## src/rtl/dpbram_port_arb_pkg.sv

```systemverilog
// -----------------------------------------------------------------------------
// dpbram_port_arb_pkg
//   Shared definitions for the dpbram port arbiter: FSM state encodings,
//   requester ids and the beat-counter width helper.
// -----------------------------------------------------------------------------
package dpbram_port_arb_pkg;

   // Arbiter ownership states (legacy-compatible 2-bit encoding)
   localparam logic [1:0] ST_IDLE = 2'd0;
   localparam logic [1:0] ST_OWN0 = 2'd1;
   localparam logic [1:0] ST_OWN1 = 2'd2;

   // Requester ids, also used as the rr_ptr / read-return tag encoding
   localparam logic M0 = 1'b0;
   localparam logic M1 = 1'b1;

   // Beat counter width; a 1-beat bound still needs a 1-bit counter
   function automatic int cnt_width(input int max_burst);
      return (max_burst > 1) ? $clog2(max_burst) : 1;
   endfunction

endpackage

```

## src/rtl/dpbram_port_arb_rr_arb2.sv

```systemverilog
// -----------------------------------------------------------------------------
// rr_arb2
//   Two-way round-robin pick, purely combinational.
//   req  in  2  request vector (bit 0 = m0, bit 1 = m1)
//   ptr  in  1  preferred requester when both request
//   gnt  out 2  one-hot winner, 0 when nobody requests
// -----------------------------------------------------------------------------
module rr_arb2
   import dpbram_port_arb_pkg::*;
(
   input  logic [1:0] req,
   input  logic       ptr,
   output logic [1:0] gnt
);

   always_comb begin
      gnt = req;
      if (req == 2'b11) begin
         gnt = (ptr == M1) ? 2'b10 : 2'b01;
      end
   end

endmodule

```

## src/rtl/dpbram_port_arb.sv

```systemverilog
// -----------------------------------------------------------------------------
// dpbram_port_arb
//   Round-robin, burst-locking arbiter sharing one dpbram port between m0
//   (AXI slave side) and m1 (conv engine). Whole bursts are granted; a burst
//   is forcibly released after MAX_BURST beats. Read data (1-cycle latency
//   from the dpbram) is returned to the requester that issued the read.
//
//   clk, rst_n                  clock, asynchronous active-low reset
//   i_req/we/addr/wdata/last_mX requester mX beat
//   o_gnt_mX                    mX owns the port (beat when i_req_mX too)
//   o_rvalid_mX, o_rdata        read return, o_rdata shared by both
//   o_w_en/o_w_addr/o_w_data    dpbram write port
//   o_r_en/o_r_addr, i_r_data   dpbram read port
// -----------------------------------------------------------------------------
module dpbram_port_arb
   import dpbram_port_arb_pkg::*;
#(
   parameter int ADDR_BW   = 10,
   parameter int DATA_BW   = 32,
   parameter int MAX_BURST = 16
)(
   input  logic               clk,
   input  logic               rst_n,
   input  logic               i_req_m0,
   input  logic               i_we_m0,
   input  logic [ADDR_BW-1:0] i_addr_m0,
   input  logic [DATA_BW-1:0] i_wdata_m0,
   input  logic               i_last_m0,
   input  logic               i_req_m1,
   input  logic               i_we_m1,
   input  logic [ADDR_BW-1:0] i_addr_m1,
   input  logic [DATA_BW-1:0] i_wdata_m1,
   input  logic               i_last_m1,
   output logic               o_gnt_m0,
   output logic               o_gnt_m1,
   output logic               o_rvalid_m0,
   output logic               o_rvalid_m1,
   output logic [DATA_BW-1:0] o_rdata,
   output logic               o_w_en,
   output logic [ADDR_BW-1:0] o_w_addr,
   output logic [DATA_BW-1:0] o_w_data,
   output logic               o_r_en,
   output logic [ADDR_BW-1:0] o_r_addr,
   input  logic [DATA_BW-1:0] i_r_data
);

   localparam int               CNT_W    = cnt_width(MAX_BURST);
   localparam logic [CNT_W-1:0] CNT_LAST = CNT_W'(MAX_BURST - 1);

   logic [1:0]         state, state_nxt;
   logic               rr_ptr, rr_ptr_nxt;
   logic [CNT_W-1:0]   beat_cnt, beat_cnt_nxt;
   logic               rd_pend, rd_id;
   logic [1:0]         pick;

   // Owner-side view of the requesters (all zero while IDLE)
   logic               own_req, own_we, own_last, own_id, oth_req;
   logic [ADDR_BW-1:0] own_addr;
   logic [DATA_BW-1:0] own_wdata;
   logic               beat, rel;

   rr_arb2 u_rr_arb2 (
      .req ({i_req_m1, i_req_m0}),
      .ptr (rr_ptr),
      .gnt (pick)
   );

   assign o_gnt_m0 = (state == ST_OWN0);
   assign o_gnt_m1 = (state == ST_OWN1);

   always_comb begin
      own_req   = 1'b0;
      own_we    = 1'b0;
      own_last  = 1'b0;
      own_id    = M0;
      oth_req   = 1'b0;
      own_addr  = '0;
      own_wdata = '0;
      case (state)
         ST_OWN0: begin
            own_req   = i_req_m0;
            own_we    = i_we_m0;
            own_last  = i_last_m0;
            own_id    = M0;
            oth_req   = i_req_m1;
            own_addr  = i_addr_m0;
            own_wdata = i_wdata_m0;
         end
         ST_OWN1: begin
            own_req   = i_req_m1;
            own_we    = i_we_m1;
            own_last  = i_last_m1;
            own_id    = M1;
            oth_req   = i_req_m0;
            own_addr  = i_addr_m1;
            own_wdata = i_wdata_m1;
         end
         default: ;
      endcase
   end

   assign beat = own_req;   // own_req is only non-zero while owning
   assign rel  = beat & (own_last | (beat_cnt == CNT_LAST));

   assign o_w_en   = beat & own_we;
   assign o_r_en   = beat & ~own_we;
   assign o_w_addr = own_addr;
   assign o_r_addr = own_addr;
   assign o_w_data = own_wdata;

   always_comb begin
      state_nxt    = state;
      rr_ptr_nxt   = rr_ptr;
      beat_cnt_nxt = beat_cnt;
      case (state)
         ST_IDLE: begin
            if (|pick) begin
               state_nxt    = pick[1] ? ST_OWN1 : ST_OWN0;
               beat_cnt_nxt = '0;
            end
         end
         ST_OWN0, ST_OWN1: begin
            if (rel) begin
               rr_ptr_nxt   = ~own_id;
               beat_cnt_nxt = '0;
               if (oth_req) begin
                  state_nxt = (own_id == M0) ? ST_OWN1 : ST_OWN0;
               end else if (!own_last) begin
                  // Forced release: the owner's burst still has beats pending,
                  // so it starts a fresh burst without a bubble. After a real
                  // last beat its next request is unknown, so fall back to IDLE.
                  state_nxt = state;
               end else begin
                  state_nxt = ST_IDLE;
               end
            end else if (beat) begin
               beat_cnt_nxt = beat_cnt + CNT_W'(1);
            end
         end
         default: state_nxt = ST_IDLE;
      endcase
   end

   always_ff @(posedge clk or negedge rst_n) begin
      if (!rst_n) begin
         state    <= ST_IDLE;
         rr_ptr   <= M0;
         beat_cnt <= '0;
         rd_pend  <= 1'b0;
         rd_id    <= M0;
      end else begin
         state    <= state_nxt;
         rr_ptr   <= rr_ptr_nxt;
         beat_cnt <= beat_cnt_nxt;
         rd_pend  <= o_r_en;
         rd_id    <= own_id;
      end
   end

   assign o_rvalid_m0 = rd_pend & (rd_id == M0);
   assign o_rvalid_m1 = rd_pend & (rd_id == M1);
   // Gated so the shared bus reads 0 when no return is pending
   assign o_rdata     = rd_pend ? i_r_data : '0;

endmodule
```

## config.mk

```make
export PLATFORM = sky130hd
export DESIGN_NAME = dpbram_port_arb
export DESIGN_NICKNAME = d
export VERILOG_FILES = /design/src/rtl/dpbram_port_arb_pkg.sv /design/src/rtl/dpbram_port_arb_rr_arb2.sv /design/src/rtl/dpbram_port_arb.sv
export SDC_FILE = /design/constraint.sdc
export NUM_CORES = 1
export LEC_CHECK = 0
export CAP_MARGIN = 0
export CORE_MARGIN = 10
export CORE_UTILIZATION = 26
export CTS_CLUSTER_DIAMETER = 60
export DETAILED_ROUTE_END_ITERATION = 16
export HOLD_SLACK_MARGIN = 0.15
export PLACE_DENSITY = 0.93
export REMOVE_ABC_BUFFERS = 1
export SLEW_MARGIN = 20
export SYNTH_ARGS = -nofsm -noshare
export SYNTH_HDL_FRONTEND = slang
export SYNTH_SLANG_ARGS = --single-unit
```

## constraint.sdc

```tcl
create_clock -name clk -period 2.7 [get_ports clk]
set_input_delay 0.27 -clock clk [delete_from_list [all_inputs] [get_ports clk]]
set_output_delay 0.27 -clock clk [all_outputs]
set_load 0.01 [all_outputs]
```

Word level (Yosys, flattened, before mapping)
Index checks and enable logic that the tools add are counted.
- word-level logic and storage cells: 51
- input bits: 124
- bits in registers: 9
- output and inout port bits: 90
- bitwise logic cells: 9
- reductions and logical operators: 7
- muxes and demuxes: 21
- equal/unequal tests: 8
- $add $sub $neg: 1
- operators by type and width (cell ; count):
    $pmux W32 S2 ; 1
    $mux W32 ; 1
    $pmux W10 S2 ; 1
    $mux W2 ; 8
    $mux W4 ; 3
    $pmux W1 S2 ; 4
    $pmux W4 S2 ; 1
    $ne A3 B3 Y1 const B ; 2
    $reduce_and A3 Y1 ; 2
    $and A1 B1 Y1 ; 5
    $add A4 B1 Y4 const B ; 1
    $eq A2 B2 Y1 const B ; 2
    $eq A4 B4 Y1 const B ; 1
    $ne A2 B2 Y1 const B ; 2
    $pmux W2 S2 ; 1
    $reduce_or A2 Y1 ; 2
    $not A1 Y1 ; 3
    $eq A2 B1 Y1 const B ; 1
    $logic_not A2 Y1 ; 1
    $reduce_and A2 Y1 ; 1
    $reduce_bool A2 Y1 ; 1
    $mux W1 ; 1
    $or A1 B1 Y1 ; 1

Depth between registers and ports, before layout
Gate-level depths: netlist of the first run.
- depth after elaboration: 6
- gate-level depth with buffers: 7
- gate-level depth less buffers: 6

Modules after synthesis
A second synthesis of the first run with hierarchy kept.
- cells, all modules: 207
- area, all modules: 1417.6 um^2
- modules (own cells, without submodules) (module ; cells an instance ; area each (um^2) ; times used ; sequential area each (um^2)):
    dpbram_port_arb ; 204 ; 1398.8 ; 1 ; 225.2
    rr_arb2 ; 3 ; 18.8 ; 1 ; 0.0

Worst setup path after synthesis of the first run
No wires, ideal clock.
- path kind: flip-flop to output port
- from: register state[0]
- to: output o_w_addr[1]
- stages on the path, launching flop included: 8
- slack: 676 ps
- data required time: 2430 ps
- buffers on the path: 3
- data arrival time: 1754 ps
- path through: dfrtp_1 inv_1 ha_1 buf_2 buf_1 a22oi_1 nor2_1 buf_4
- cells in the longest elaborated chain, start to end: 2
- elaborated cells on any way between the ends: 3
- those cells by class: 2 x eq/ne; 1 x mux
- ends and longest elaborated chain (item ; line ; text):
    start: declaration ; dpbram_port_arb.sv:50 ; logic [1:0] state, state_nxt;
    start signal: assignment ; dpbram_port_arb.sv:152 ; state <= state_nxt;
    $eq A2 B2 Y1 ; n/a ;
    net o_gnt_m1 ; dpbram_port_arb.sv:35 ; output logic o_gnt_m1,
    $pmux W10 S2 ; dpbram_port_arb.sv:79 ; case (state)
    end: declaration ; dpbram_port_arb.sv:40 ; output logic [ADDR_BW-1:0] o_w_addr,
The timed path passes the listed nets, and every way through them passes these cells.

Final worst setup path of the first run
- from: register state[0]
- to: output o_w_addr[9]
- cells in the longest elaborated chain, start to end: 2
- elaborated cells on any way between the ends: 3
- those cells by class: 2 x eq/ne; 1 x mux
- ends and longest elaborated chain (item ; line):
    $eq A2 B2 Y1 or $eq A2 B1 Y1 (tied branches) ; dpbram_port_arb.sv:79
    $pmux W10 S2 * ; dpbram_port_arb.sv:79
Mark *: on every way between the ends. The rest lies on a longest branch, timed or not.

==> flow_summary.yaml, run 1 <==
clock_tree:
  clkLatencyLatePin_ns: 0.23
  clock_path_buffers: 2
  clkTransAtPathRegs_ns: 0.04
  cts.sinks: 9
  htreeDepth: 1
  cts_hold_buf: 0
  cts_made_buffers: 3
  cts_tree: "built"
  clock-root-buffer: "clkbuf_8"
finish:
  final_layout_size_suffix_gt1_share_pct: 4.198
  antenna_cells: 0
  nNetsFinal: 535
  area_delta_synth_final_pct: 152.8
  post-route-util_pct: 67.17
detailed_routing:
  first_pass_iters: 5
  detail_route.wl_per_cell_microns: 18.60
  ant_nets: 0
  vias_per_cell: 4.883
  first_iter_violations: 142
  drc: 0
  drt-total-wl_mm: 8.870
  via_count: 2329
synthesis:
  syn_area_per_cell_sq_um: 6.882
  synth_ff_type: "dfrtp_1"
  synth-edff-count: 0
  ys_types: 32
  ys_seq_area_share_pct: 15.58
  async_flop_share_pct: 100.0
  syn-cell-area_sq_um: 1445
  yosysWarnings: 0
  ys_seq_elements: 9
  synthesis.instances: 210
timing:
  slew_headroom_pct: 58.89
  hold_viol: 0
  fmax_mhz: 400.4
  setup_violations: 0
  finalCritPeriodShare_pct: 92.49
  fin_crit_ns: 2.497
  rsz0062_at_grt: "no"
  drv_slew: 0
  fin_tns_setup_ns: 0
  tightest_slew_ns: 0.6167
  finalClockSkew_ns: 0.001064
power:
  power.density_nw_per_um2: 746.0
  peakVddDrop_uv: 408.7
  p_leak_nw: 1.393
setup_path:
  cp.arrival_ns: 2.23
  start_kind: "flop"
  critPathMaxFanout: 35
  critPathRequiredTime_ns: 2.43
  critPathCaptureType: "primary output"
  worstSetupPathType: "reg2out"
floorplanning:
  rows: 27
  floorplan.core_area_sq_um: 5439
  io_pins: 214
  dieArea_sq_um: 8941
  start_util_pct: 26.57
  fp.dieW_microns: 94.56
  die_h_microns: 94.56
run_status:
  outcome: "finished clean"
global_routing:
  overflow: 0
  grt_max_degree: 41
  track_usage_pct: 17.37
  grt_pass1_vias: 2308
  grt_pass1_wl_mm: 12.40
  antenna_found_initial: 0
placement:
  finalWeightedCongestion: 0.8996
  dp_hpwl_mm: 7.846
  portBuffers: 213
flow_run:
  max_cap_viol_count: 0
min_path:
  min_path_type: "in2async"
[cell usage after synthesis (2+ instances only)]
library cell	number	area [sq um]
o221ai_1	2	17.52
mux2_4	2	30.03
a22oi_1	43	322.8
a21oi_1	2	10.01
buf_1	7	26.28
ha_1	5	62.56
buf_4	10	75.07
nor2_1	45	168.9
and3_1	2	12.51
a22o_1	2	17.52
nand3_1	3	15.01
nand2_1	6	22.52
o21ai_0	2	10.01
nor2b_1	4	25.02
clkbuf_1	9	33.78
buf_2	2	10.01
inv_1	8	30.03
dfrtp_1	9	225.2
and2_1	33	206.5
nand4_1	2	12.51
[cells by family after synthesis]
group,share of synthesized area (%)
and+or+nand+nor,33.59
AOI/OAI and AO/OA,31.34
DFF,15.58
adders and majority gates,4.329
buffers and inverters,12.38
muxes,2.771
[where the power goes]
part           switching [mW]  internal, mW  total [mW]
clock network          0.0535         0.103       0.156
registers              0.0689         0.190       0.259
logic                    1.09          1.22        2.31
total                    1.21          1.52        2.73
[state kept, by name, indices dropped and copies added (netlist names)]
register,count
beat_cnt,4
state,2
rd_id,1
rd_pend,1
rr_ptr,1
[stage by stage]
step           cell area (sq um)  hold WS, ns  worst slack [ns]  power, mW  instances
4_1_cts                     3650       0.3445            0.1293      2.738        477
3_3_place_gp                3605       0.4969            0.4822      2.517        473
3_5_place_dp                3605       0.5164            0.3929      2.571        473
5_1_grt                     3654       0.3586           0.05735      2.897        477
2_1_floorplan               1300     -0.02559            0.1969      1.310        182
6_report                    3654       0.3369            0.2027      2.726        477
[cell type report]
| type | instances | area [sq um] |
|---|---|---|
| Timing Repair Buffer | 219 | 2215 |
| Fill cell | 431 | 1785 |
| Clock buffer | 4 | 45.04 |
| Tap cell | 72 | 90.09 |
| Multi-Input combinational cell | 164 | 1041 |
| Sequential cell | 9 | 225.2 |
| Inverter | 9 | 37.54 |
[worst max-delay path, cell delays in order (launching register included)]
cell and delay [ns]:
dfrtp_1 0.39, inv_1 0.08, ha_1 0.34, clkinvlp_4 0.20
buf_12 0.22, nor2_1 0.17, clkdlybuf4s50_1 0.59
[cells in the final DEF, fill, tap and decap left out, types with 4 or more instances in the layout]
master	count
a22oi_1	43
and2_1	33
clkdlybuf4s50_1	213
dfrtp_1	9
ha_1	5
inv_1	8
nand2_1	6
nor2_1	45
nor2b_1	4
[metal layers]
metal	wire length (microns)	vias up	track usage [%]
li1	-	1113	-
met1	2905	1020	16.10
met2	4428	182	32.32
met3	1395	14	9.437
met4	140	0	4.613
met5	0	-	0
[repair_timing]
action                                  CTS  global route
gates resized for setup                   0             1
endpoints found under the setup margin    0             2
setup buffers                             0             0
[path summary, 6_finish.rpt]
kind	from	endpoint	slack [ns]	cells after the start
max in group asynchronous	rst_n	beat_cnt[1]	2.08	1
worst max-delay path	state[0]	o_w_addr[9]	0.20	6
worst min-delay path	rst_n	rr_ptr	0.34	1
min in group clk	beat_cnt[0]	beat_cnt[0]	0.52	1
worst max register to register	state[0]	state[0]	0.55	7
worst min register to register	beat_cnt[0]	beat_cnt[0]	0.52	1
Note: power is estimated with default switching activity, not from simulation.
==> run 2: changes to the inputs <==
Settings changed: CORE_UTILIZATION 26 to 25, PLACE_DENSITY 0.93 to 0.91, SYNTH_HIERARCHICAL set to 1.
==> run 2 against run 1 <==
Net effect: non-clock buffer count stayed put; die area is 1.6% higher; wire length is 0.94% lower; maximum frequency is 2.0% lower; clock skew is 0.0028 ns higher; combinational power is 6% lower; sequential share of layout area is 0.11 points higher.
==> flow_summary.yaml, run 2 <==
run_status:
  outcome: "finished clean"
clock_tree:
  clock-root-buffer: "clkbuf_8"
  cts.sinks: 9
  cts_resized: 0
  clkLatencyLatePin_ns: 0.24
  clkTransAtPathRegs_ns: 0.05
  cts_made_buffers: 3
  cts_tree: "built"
  postCtsSetupBuffers: 0
  htreeDepth: 1
  cts_hold_buf: 0
  clock_path_buffers: 2
power:
  peakVddDrop_uv: 433.5
  p_leak_nw: 1.360
  power.density_nw_per_um2: 720.1
  power_mw: 2.586
detailed_routing:
  detail_route.wl_per_cell_microns: 18.58
  vias_per_cell: 4.854
  drc: 0
  drt-total-wl_mm: 8.787
  ant_nets: 0
  via_count: 2296
  first_pass_iters: 4
  first_iter_violations: 131
finish:
  largest_register_ffs: 4
  final_common_cell: "clkdlybuf4s50_1"
  final_layout_size_suffix_gt1_share_pct: 3.491
  nNetsFinal: 531
  area_delta_synth_final_pct: 153.3
  most-common-layout-cells: "clkdlybuf4s50_1 (213), a22oi_1 (45), nor2_1 (43)"
  fillers: 457
  finalNonFillerCells: 473
  reg_top3: "beat_cnt: 4 flops, state: 2 flops"
  design_area_sq_um: 3591
  antenna_cells: 0
  largest_register: "beat_cnt"
synthesis:
  syn-cell-area_sq_um: 1418
  ys_seq_elements: 9
  synthesis.instances: 207
  synth-edff-count: 0
  ys_seq_area_share_pct: 15.89
  netlist_top_cells_count: "a22oi_1 (45), nor2_1 (43), and2_1 (33)"
  syn_area_per_cell_sq_um: 6.848
  synth_ff_type: "dfrtp_1"
  yosysMostFrequentCell: "a22oi_1"
  ys_types: 32
  async_flop_share_pct: 100.0
  yosysWarnings: 6
  synth_area_leaders: "a22oi_1 (24%), dfrtp_1 (16%), and2_1 (15%)"
  yosysTopAreaCell: "a22oi_1"
  yosysTopAreaCellShare_pct: 23.83
global_routing:
  track_usage_pct: 17.60
  grt_pass1_vias: 2392
  overflow: 0
  grt_pass1_wl_mm: 12.70
  antenna_found_initial: 0
  grt_max_degree: 35
timing:
  finalClockSkew_ns: 0.003837
  tightest_slew_ns: 0.6275
  slew_headroom_pct: 58.17
  finalCritPeriodShare_pct: 94.37
  fmax_mhz: 392.5
  whs_ns: 0.3329
  setup_violations: 0
  hold_viol: 0
  fin_crit_ns: 2.548
  drv_slew: 0
placement:
  portBuffers: 213
  placed_cells: 469
  dp_hpwl_mm: 7.647
  finalWeightedCongestion: 0.8551
  placed_cell_area_sq_um: 3536
floorplanning:
  fp.dieW_microns: 95.30
  floorplan.core_area_sq_um: 5507
  io_pins: 214
  die_h_microns: 95.30
  start_util_pct: 25.74
  dieArea_sq_um: 9082
  rows: 27
setup_path:
  critPathRequiredTime_ns: 2.43
  critPathCaptureType: "primary output"
  start_kind: "flop"
  cp.arrival_ns: 2.28
  critPathMaxFanout: 25
  worstSetupPathType: "reg2out"
min_path:
  min_path_type: "in2async"
flow_run:
  max_cap_viol_count: 0
## run 2: final cells by class
class	count	area [sq um]	share of cell area (%)
clock buffer	4	45.04	1.254
tap	72	90.09	2.509
inverter	5	18.77	0.5226
timing repair buffer	219	2177	60.63
sequential	9	225.2	6.272
multi-input combinational	164	1035	28.82
## run 2: kinds of logic (layout without fill, tap and decap cells)
family,after synthesis,after routing,synth area share (%)
adder cells (fa/ha/maj),5,5,4.413
AND/OR/NAND/NOR,94,94,33.19
multiplexers,2,2,1.500
buffers and inverters,34,228,12.00
AO/OA/AOI/OAI,63,63,33.01
flip-flops,9,9,15.89
## run 2: path summary, 6_finish.rpt
check | startpoint | to | slack (ns) | cells after the start
setup / recovery | state[1] | o_w_en | 0.15 | 6
hold / removal | rst_n | beat_cnt[1] | 0.33 | 1
setup reg to reg | state[1] | state[1] | 0.49 | 6
hold reg to reg | rr_ptr | rr_ptr | 0.52 | 2
max in group asynchronous | rst_n | rd_id | 2.07 | 1
min in group clk | rr_ptr | rr_ptr | 0.52 | 2
## run 2: worst max-delay path: stages, from the launching register on
cell             delay [ns]
dfrtp_1                0.41
inv_1                  0.09
ha_1                   0.44
inv_1                  0.10
buf_4                  0.23
nor3_1                 0.20
clkdlybuf4s50_1        0.56
## run 2: per-stage QoR
| stage | TNS, ns | util (%) | setup WS (ns) |
|---|---|---|---|
| after floorplan | -0.001180 | - | -0.001180 |
| after detailed placement | 0 | 64.21 | 0.3011 |
| after CTS | 0 | 65.03 | 0.02579 |
| after global placement | 0 | 64.21 | 0.3444 |
| after global routing | -0.001811 | 65.21 | -0.001811 |
| final | 0 | 65.21 | 0.1519 |
## run 2: power by group
group	internal (mW)	total [mW]	leakage, nW	switching (mW)
clock	0.103	0.162	0.0228	0.0590
combinational	1.13	2.18	1.22	1.05
sequential	0.183	0.243	0.119	0.0601
total	1.41	2.59	1.36	1.17
## run 2: per-layer routing
metal / wire length, microns / share of wire (%) / track usage (%)
met1: 3169 / 36 / 17.28
met2: 4166 / 47 / 31.42
met3: 1263 / 14 / 9.584
met4: 187 / 2.1 / 4.863
met5: 0 / 0 / 0
==> patch, RTL diff (settings of run 2) <==
The parameter `ADDR_BW` goes from 10 to 9.
--- a/src/rtl/dpbram_port_arb.sv
+++ b/src/rtl/dpbram_port_arb.sv
@@ -15,7 +15,7 @@
 module dpbram_port_arb
    import dpbram_port_arb_pkg::*;
 #(
-   parameter int ADDR_BW   = 10,
+   parameter int ADDR_BW   = 9,
    parameter int DATA_BW   = 32,
    parameter int MAX_BURST = 16
 )(
Interface: changed (resized i_addr_m0, i_addr_m1, o_r_addr and o_w_addr); port bits go from 214 to 210. The function was not compared with the original's and may differ.
==> patch against run 2 <==
Worst hold slack improved by 0.0019 ns; register-to-register slack got worse by 0.06 ns; sequential cell count unchanged; largest power group unchanged; synthesized area decreased by 0.97%; power decreased by 2.1%; sequential power about the same; largest cell class unchanged; worst setup slack improved by 0.019 ns; non-clock buffer count decreased by 6; design area decreased by 1.5%; routed wire length decreased by 3.1%.
==> patch: results (changes against run 2) <==
* Outcome: finished clean (unchanged)
* Largest cells by area after synthesis: a22oi_1 24%, dfrtp_1 16%, and2_1 15%, nor2_1 11%, buf_4 4.8% (was a22oi_1 24%, dfrtp_1 16%, and2_1 15%, nor2_1 11%, buf_4 5.8%)
* Final HPWL DP at 7269 um (was 7647 um)
* Layout cell share with drive strength beyond 1 at 3.817% (was 3.491%)
* Gr usage total at 17.40% (was 17.60%)
* Post-Route WL at 8518 um (was 8787 um)
* IO buf count at 209 (was 213)
* Worst Max-Slew Pin Slew at 0.6322 ns (was 0.6275 ns)
* Vias in the first global route at 2328 (was 2392)
* Register-to-register setup slack at 0.43 ns (was 0.49 ns)
* R2R depth at 7 (was 6)
* Syn_area_per_cell at 6.915 um^2 (was 6.848 um^2)
* Resized Gates After CTS at 1 (was 0)
* Critical-path maximum fanout at 14 (was 25)
* Register area share after synthesis at 16.04% (was 15.89%)
* Skew final at 0.002403 ns (was 0.003837 ns)
* Synth cell count leaders: 44 x a22oi_1, 42 x nor2_1, 33 x and2_1 (was 45 x a22oi_1, 43 x nor2_1, 33 x and2_1)
* Worst Path Arrival at 2.26 ns (was 2.28 ns)
* GP Congestion at 0.8896 (was 0.8551)
* IR drop worst, VDD at 0.3934 mV (was 0.4335 mV)
* Leakage power at 1.341 nW (was 1.360 nW)
* Non-Filler Instances at 465 (was 473)
* Cell variety after synth at 35 (was 32)
* CP max stage delay at 0.58 ns (was 0.56 ns)
* Initial DRC count at 138 (was 131)
* Placed cells at 461 (was 469)
* Nets at 521 (was 531)
* Switch Pwr at 1.160 mW (was 1.172 mW)
* Via count at 2287 (was 2296)
patch: cell type report:
class / count / area, um^2
clock buffers: 3 / 41.29
well taps: 72 / 90.09
multi-input cells: 162 / 1018
fillers: 452 / 1937
clock inverters: 1 / 5.005
repair buffers: 213 / 2135
flip-flops and latches: 9 / 225.2
inverters: 5 / 21.27
patch: worst max-delay path by stage:
| stage | end | from | cells after the start |
|---|---|---|---|
| after floorplan | beat_cnt[3] | state[1] | 6 |
| after global placement | o_w_addr[4] | state[0] | 5 |
| after detailed placement | o_r_addr[0] | state[0] | 5 |
| after CTS | o_r_addr[0] | state[1] | 5 |
| after global routing | o_r_addr[6] | state[0] | 6 |
| final | o_r_addr[6] | state[0] | 6 |
patch: power by group through the flow:
stage	combinational, mW	clock [mW]	sequential [mW]
after floorplan	1.00	0	0.227
after global placement	2.08	0	0.242
after detailed placement	2.12	0	0.245
after CTS	2.14	0.167	0.243
after global routing	2.29	0.179	0.260
final	2.13	0.164	0.243
patch: cells by family after synthesis:
| group | synth area share, % |
|---|---|
| AO/OA/AOI/OAI | 33.16 |
| adder cells (fa/ha/maj) | 4.456 |
| buffers and inverters | 11.58 |
| flip-flops | 16.04 |
| multiplexers | 1.515 |
| AND/OR/NAND/NOR | 33.24 |
patch: worst max-delay path: cells and delay by family (launching register included):
family / cells / cell delay [ns]
adder cells (fa/ha/maj): 1 / 0.39
buffers and inverters: 3 / 0.98
AND/OR/NAND/NOR: 1 / 0.16
AO/OA/AOI/OAI: 1 / 0.09
flip-flops: 1 / 0.40
patch: metal layers:
| layer | wire length, um | vias to the layer above | track usage [%] |
|---|---|---|---|
| met5 | 0 | - | 0 |
| met4 | 142 | 0 | 4.863 |
| met3 | 1181 | 11 | 8.406 |
| met2 | 4091 | 164 | 31.86 |
| met1 | 3102 | 1023 | 17.07 |
| li1 | - | 1089 | - |
patch: per-stage QoR:
step / cell area (um^2) / utilization, % / hold WS [ns] / total power [mW] / setup WS [ns]
5_1_grt: 3536 / 64.61 / 0.3699 / 2.727 / 0.03838
3_3_place_gp: 3485 / 63.67 / 0.4882 / 2.326 / 0.3008
4_1_cts: 3533 / 64.56 / 0.3488 / 2.548 / 0.1522
3_5_place_dp: 3485 / 63.67 / 0.4977 / 2.364 / 0.2309
6_report: 3536 / 64.61 / 0.3348 / 2.532 / 0.1706
2_1_floorplan: 1260 / - / -0.02559 / 1.229 / 0.01356
